**src/rtl/reset_seq_pkg.sv**
```systemverilog
// Shared types for the sequenced reset-release block.
// Optional ack handshake is built when RESET_SEQ_ACK_EN is defined.
package reset_seq_pkg;

  typedef enum logic [2:0] {
    ST_IDLE     = 3'd0,
    ST_INIT     = 3'd1,
    ST_STEP     = 3'd2,
    ST_ACK_WAIT = 3'd3,
    ST_DONE     = 3'd4,
    ST_FAULT    = 3'd5
  } seq_state_t;

  function automatic int stage_w(input int n);
    return (n < 1) ? 1 : $clog2(n + 1);
  endfunction

endpackage

```
**src/rtl/reset_seq_cnt.sv**
```systemverilog
// Enable-gated tick counter with synchronous clear and
// terminal-count compare, shared by all timed phases.
module reset_seq_cnt #(
  parameter int CNT_W = 10
) (
  input  logic             i_clk,
  input  logic             i_rst,
  input  logic             i_enb,
  input  logic             i_clr,
  input  logic [CNT_W-1:0] i_term,
  output logic             o_tc
);

  logic [CNT_W-1:0] cnt;

  assign o_tc = i_enb && (cnt == i_term);

  always_ff @(posedge i_clk) begin
    if (i_rst || i_clr) begin
      cnt <= '0;
    end else if (i_enb) begin
      cnt <= cnt + CNT_W'(1);
    end
  end

endmodule

```
**src/rtl/reset_sequencer.sv**
```systemverilog
// Releases N_CH reset domains one after another.
// Define RESET_SEQ_ACK_EN for the ack-gated handshake with timeout.
module reset_sequencer
  import reset_seq_pkg::*;
#(
  parameter int CNT_W  = 10,
  parameter int N_CH   = 4,
  parameter int DELAY  = 1023,
  parameter int STEP   = 255,
  parameter int ACK_TO = 511,
  localparam int STG_W = stage_w(N_CH)
) (
  input  logic             i_clk,
  input  logic             i_rst,
  input  logic             i_enb,
  input  logic             i_sw_rst,
  input  logic [N_CH-1:0]  i_ack,
  output logic [N_CH-1:0]  o_q,
  output logic             o_busy,
  output logic             o_done,
  output logic [STG_W-1:0] o_stage,
  output logic             o_err
);

  localparam logic [CNT_W-1:0] T_DLY  = CNT_W'(DELAY - 1);
  localparam logic [CNT_W-1:0] T_STEP = CNT_W'(STEP - 1);
  localparam logic [CNT_W-1:0] T_ACK  = CNT_W'(ACK_TO - 1);
  localparam logic [N_CH-1:0]  Q_ONE  = N_CH'(1);
  localparam logic [STG_W-1:0] S_ONE  = STG_W'(1);
  localparam logic [STG_W-1:0] S_LAST = STG_W'(N_CH - 1);
  localparam logic [STG_W-1:0] S_ALL  = STG_W'(N_CH);

  seq_state_t       state;
  logic             counting;
  logic             cnt_en;
  logic             cnt_clr;
  logic             tc;
  logic             ack_evt;
  logic [CNT_W-1:0] term;

  assign counting = (state == ST_INIT) || (state == ST_STEP) ||
                    (state == ST_ACK_WAIT);
  assign cnt_en   = i_enb && counting;
  assign cnt_clr  = !counting || i_sw_rst || tc || ack_evt;

`ifdef RESET_SEQ_ACK_EN
  logic [N_CH-1:0] top_bit;
  // Highest released channel is the one awaiting its ack.
  assign top_bit = o_q & ~(o_q >> 1);
  assign ack_evt = (state == ST_ACK_WAIT) && i_enb &&
                   |(i_ack & top_bit);
`else
  logic ack_unused;
  assign ack_unused = ^i_ack;
  assign ack_evt    = 1'b0;
`endif

  always_comb begin
    term = T_STEP;
    unique case (1'b1)
      state == ST_INIT:     term = T_DLY;
      state == ST_ACK_WAIT: term = T_ACK;
      default:              term = T_STEP;
    endcase
  end

  reset_seq_cnt #(
    .CNT_W (CNT_W)
  ) u_cnt (
    .i_clk  (i_clk),
    .i_rst  (i_rst),
    .i_enb  (cnt_en),
    .i_clr  (cnt_clr),
    .i_term (term),
    .o_tc   (tc)
  );

  always_ff @(posedge i_clk) begin
    if (i_rst) begin
      state   <= ST_IDLE;
      o_q     <= '0;
      o_busy  <= 1'b0;
      o_done  <= 1'b0;
      o_stage <= '0;
      o_err   <= 1'b0;
    end else if (i_sw_rst && state != ST_IDLE) begin
      state   <= ST_INIT;
      o_q     <= '0;
      o_busy  <= 1'b1;
      o_done  <= 1'b0;
      o_stage <= '0;
      o_err   <= 1'b0;
    end else begin
      case (state)
        ST_IDLE: begin
          state  <= ST_INIT;
          o_busy <= 1'b1;
        end
        ST_INIT, ST_STEP: begin
          if (tc) begin
            o_q     <= (o_q << 1) | Q_ONE;
            o_stage <= o_stage + S_ONE;
`ifdef RESET_SEQ_ACK_EN
            state   <= ST_ACK_WAIT;
`else
            if (o_stage == S_LAST) begin
              state  <= ST_DONE;
              o_done <= 1'b1;
              o_busy <= 1'b0;
            end else begin
              state  <= ST_STEP;
            end
`endif
          end
        end
`ifdef RESET_SEQ_ACK_EN
        ST_ACK_WAIT: begin
          if (ack_evt) begin
            if (o_stage == S_ALL) begin
              state  <= ST_DONE;
              o_done <= 1'b1;
              o_busy <= 1'b0;
            end else begin
              state  <= ST_STEP;
            end
          end else if (tc) begin
            state  <= ST_FAULT;
            o_err  <= 1'b1;
            o_busy <= 1'b0;
          end
        end
`endif
        default: ;
      endcase
    end
  end

endmodule

```
**config.mk**
```make
export PLATFORM = sky130hd
export DESIGN_NAME = reset_sequencer
export DESIGN_NICKNAME = d
export VERILOG_FILES = /design/src/rtl/reset_seq_pkg.sv /design/src/rtl/reset_seq_cnt.sv /design/src/rtl/reset_sequencer.sv
export SDC_FILE = /design/constraint.sdc
export NUM_CORES = 1
export LEC_CHECK = 0
export ABC_AREA = 1
export CORE_MARGIN = 8
export CORE_UTILIZATION = 45
export DETAILED_ROUTE_END_ITERATION = 7
export HOLD_SLACK_MARGIN = 0.06
export PLACE_DENSITY = 0.68
export REMOVE_ABC_BUFFERS = 1
export SYNTH_ARGS = -nofsm -noshare
export SYNTH_HDL_FRONTEND = slang
export SYNTH_SLANG_ARGS = --single-unit
export TNS_END_PERCENT = 100
```
**constraint.sdc**
```tcl
create_clock -name i_clk -period 2.9 [get_ports i_clk]
set_input_delay 0.435 -clock i_clk [delete_from_list [all_inputs] [get_ports i_clk]]
set_output_delay 0.435 -clock i_clk [all_outputs]
set_load 0.005 [all_outputs]
```
; ---- Word level (Yosys, flattened, before mapping)
; Index checks and enable logic that the tools add are counted.
[classes]
muxes = 9
reduce_logical = 20
addsub = 2
eq_ne = 8
[op_table]
columns = op, count
row1 = one-hot mux 10 bit (2 select lines), 1
row2 = adder 10 x 1 -> 10 bit (second input constant), 1
row3 = equality test 10 bit, 1
row4 = equality test 3 x 2 -> 1 bit (second input constant), 3
row5 = two-way mux 3 bit, 2
row6 = inequality test 3 bit (second input constant), 2
row7 = one-hot mux 3 bit (2 select lines), 1
row8 = AND reduction 2 bit, 3
row9 = AND reduction 3 bit, 2
row10 = nonzero test 3 bit, 2
row11 = logical OR 1 bit, 5
row12 = two-way mux 1 bit, 4
row13 = OR reduction 2 bit, 2
row14 = adder 3 x 1 -> 3 bit (second input constant), 1
row15 = equality test 3 x 1 -> 1 bit (second input constant), 1
row16 = logical AND 1 bit, 3
row17 = logical NOT 3 bit, 1
row18 = inequality test 2 bit (second input constant), 1
row19 = one-hot mux 1 bit (2 select lines), 1
row20 = nonzero test 2 bit, 1
row21 = logical NOT 1 bit, 1
[totals]
output_inout_bits = 10
reg_bits = 22
in_bits = 8
word_cells = 46

; ---- Logic depth before layout (Yosys ltp)
[logic_depth]
word_depth = 8
mapped_depth = 10
ltp_nobuf = 10

; ---- Hierarchy
; A second synthesis with hierarchy kept.
[unflattened]
cells_unflattened = 177
area_unflattened_um2 = 1194.9
[modules_own_cells]
columns = module, area_each_um2, cells_per_inst, seq_area_each_um2, n_inst
row1 = reset_seq_cnt, 620.6, 104, 200.2, 1
row2 = reset_sequencer, 574.3, 73, 240.2, 1

; ---- Least setup slack after synthesis
; OpenSTA, ideal clock, no wires.
[synth_path]
kind = register to register
startpoint = register u_cnt.cnt[0]
endpoint = register u_cnt.cnt[6]
setup_time_ns = 0.117
t_arrival_ns = 1.167
path_stages_with_launch = 10
n_path_buf = 0
period_less_slack_ns = 1.284
required_time_ns = 2.783
setup_slack_ns = 1.616
path_cell_list = dfxtp_1 -> inv_1 -> ha_1 -> nand3_2 -> inv_1 -> nand3_4 -> nand2_2 -> inv_2 -> o21ai_1 -> nor2_1
[synth_via]
elab_chain_cells = 4
elab_cells_between_ends = 5
cone_classes = add/sub (1) / eq/ne (1) / reduce/logical (3)
[synth_lines]
columns = item, line_no
row1 = start: declaration, reset_seq_cnt.sv:14  ; logic [CNT_W-1:0] cnt;
row2 = start signal: assignment, reset_seq_cnt.sv:22  ; cnt <= cnt + CNT_W'(1);
row3 = branches (longest 4 deep; another with adder 10 x 1 -> 10 bit), --
; Several ways; the timed one is not identified.
; A chain may end at the register's enable or synchronous reset.

; ---- Worst setup path after layout
[layout_path]
startpoint = register o_stage[0]
endpoint = output port o_stage[0]
[layout_lines]
columns = item, line_no
row1 = start: declaration, reset_sequencer.sv:21  ; output logic [STG_W-1:0] o_stage,
row2 = start signal: assignment, reset_sequencer.sv:102  ; o_stage <= o_stage + S_ONE;
; No word-level cell between the ends.

==> out/metrics.yaml <==
worst_setup_path:
  critPathLaunch: "o_stage[0]"
  cp_max_fo: 4
  r2r-end: "u_cnt.cnt[6]"
  critPathSlowestCell: "clkdlybuf4s50_1"
  reg2reg_from: "state[0]"
  end_kind: "output pin"
  max_stage_delay_ns: 0.53
  cp.required_ns: 2.47
  cp_top_family: "buffers and inverters"
  crit_buf_inv: 1
  crit_end: "o_stage[0]"
  cp.arrival_ns: 1.23
  path_cells: "clkdlybuf4s50_1"
  reg2reg_depth: 7
  start_kind: "flip-flop"
  rrSetupSlack_ns: 1.35
  crit_type: "reg2out"
  critical_path_depth: 1
placement:
  placedCellCount: 209
  io_buffer_count: 12
  placed_cell_area_sq_um: 1370
  finalWeightedCongestion: 0.861
  hpwl_um: 1950
timing:
  period_share_pct: 57.5
  max_freq_ghz: 0.599
  fin_tns_setup_ns: 0
  skew_ns: 0.00685
  min_period_ns: 1.67
  finalHoldViolCount: 0
  finalMaxSlewViolations: 0
  rsz0062_at_grt: "no"
  setup_violations: 0
run_status:
  status: "finished clean"
pwr:
  seqPwrFrac_pct: 51.3
  combPwrFrac_pct: 10.7
  p_leak_nw: 0.569
  clock_power_share_pct: 38.0
  vdd_drop_max_uv: 550
  powerDensity_nw_per_um2: 429
  p_sw_mw: 0.142
  p_int_mw: 0.468
  swShare_pct: 23.3
floorplanning:
  die_h_um: 68.2
  dieArea_sq_um: 4650
  start_util_pct: 46.0
  pin_count: 18
  core_sq_um: 2660
  die_w_um: 68.2
  row_count: 19
clocking:
  root_buffer: "clkbuf_4"
  post-cts-setup-buffers: 0
  holdBufCountCts: 0
  cts.sinks: 22
  clockBufferDepth: 2
  clock_latency_ns: 0.31
  postCtsResizedCells: 0
  cts_tree: "built"
  numCtsBuffers: 3
  htreeDepth: 1
  path_clk_slew_ns: 0.12
logic_synthesis:
  syn_avg_cell_area_sq_um: 7.29
  synth.top_cells.by_area: "dfxtp_1, nor2_1, nand2_1, inv_1, a21oi_1"
  yosysSeqAreaShare_pct: 36.0
  yosys.cell_types.count: 28
  ys_ff_latch: 22
  synth_area_leader_cell: "dfxtp_1"
  synth_cells: 168
  synth_top_area_share_pct: 36.0
  syn_area_sq_um: 1220
  yosys_warnings: 0
drt:
  wire_per_inst_um: 11.6
  drc: 0
  dr_total_vias: 1070
  via_per_inst: 5.02
  ant_nets: 0
  drtIter0Drc: 60
  routed_wl_um: 2480
  drt_pass1_iterations: 4
grt:
  gr-usage-all-layers_pct: 12.2
  grt_pass1_wl_um: 4420
  antenna_found_initial: 0
  grt_max_degree: 14
  gr-total-overflow: 0
  grt_pass1_vias: 1036
final_layout:
  stdcell_count: 213
  fin_area_sq_um: 1420
  nets: 195
  area_growth_pct: 16.0
  final_cell_mix: "nor2_1, nand2_1, dfxtp_1"
  antenna-diode-count: 0
  final_common_cell: "nor2_1"
  drive_above_1_share_pct: 14.8
hold_path:
  hold_path.class: "reg2reg"
job:
  cap_viol_max_count: 0
[stage by stage]
| stage | util, % | worst slack [ns] | hold slack (ns) | power [mW] |
|---|---|---|---|---|
| 3_5_place_dp | 51.4 | 1.03 | 0.447 | 0.385 |
| 4_1_cts | 53.4 | 1.21 | 0.467 | 0.619 |
| 3_3_place_gp | 51.4 | 1.05 | 0.437 | 0.384 |
| 5_1_grt | 53.4 | 1.15 | 0.498 | 0.640 |
| 2_1_floorplan | - | 1.57 | 0.445 | 0.368 |
| 6_report | 53.4 | 1.23 | 0.465 | 0.610 |
[metal layers]
metal | GRT usage (%) | vias to the layer above | share of wire, %
met4 | 3.07 | 0 | 1.2
met1 | 14.1 | 485 | 43
met5 | 0 | - | 0
met3 | 5.24 | 4 | 6.7
li1 | - | 559 | -
met2 | 20.3 | 22 | 49
[flip-flops by register name, summed over array words and instances (netlist names)]
name,count
o_busy,1
o_done,1
o_q,4
o_stage,3
state,3
u_cnt.cnt,10
[how the worst min path moves through the flow]
stage,from,to,cells after the start
after floorplan,o_done,o_done,2
after global placement,o_done,o_done,2
after detailed placement,o_done,o_done,2
after CTS,o_done,o_done,2
after global routing,o_done,o_done,2
final,o_done,o_done,2
[synthesized netlist by cell type (all sizes together)]
library cell  count
inv              20
dfxtp            22
nor3              2
nand2            36
xnor2             1
nand4             3
nor3b             1
nand3            10
nor2             41
a21oi            10
ha                4
a31oi             1
nand3b            1
conb              1
o2111ai           1
o211ai            1
o21ai             7
buf               2
xor2              2
or2               2
[cell type report]
cell class | count | area (sq um)
clock inverter | 1 | 30.0
fill | 276 | 1240
inverter | 20 | 75.1
tap | 31 | 38.8
clock buffer | 3 | 22.5
timing repair buffer | 12 | 120
multi-input combinational | 124 | 694
sequential | 22 | 440
[cells by family after synthesis]
kind of cell / count (synthesis) / share of synthesized area (%)
fa+ha+maj: 4 / 4.09
flops: 22 / 36.0
simple gates: 96 / 41.0
xor+xnor: 3 / 2.15
compound gates: 20 / 9.19
other cells: 1 / 0.306
buf+inv: 22 / 7.35
[power groups by stage]
stage,clock [mW],combinational [mW],sequential [mW]
after global placement,0,0.0642,0.320
after detailed placement,0,0.0653,0.320
after global routing,0.253,0.0725,0.315
after floorplan,0,0.0489,0.319
final,0.232,0.0650,0.313
after CTS,0.240,0.0657,0.313
No activity file was read; power rests on OpenSTA's default activity.
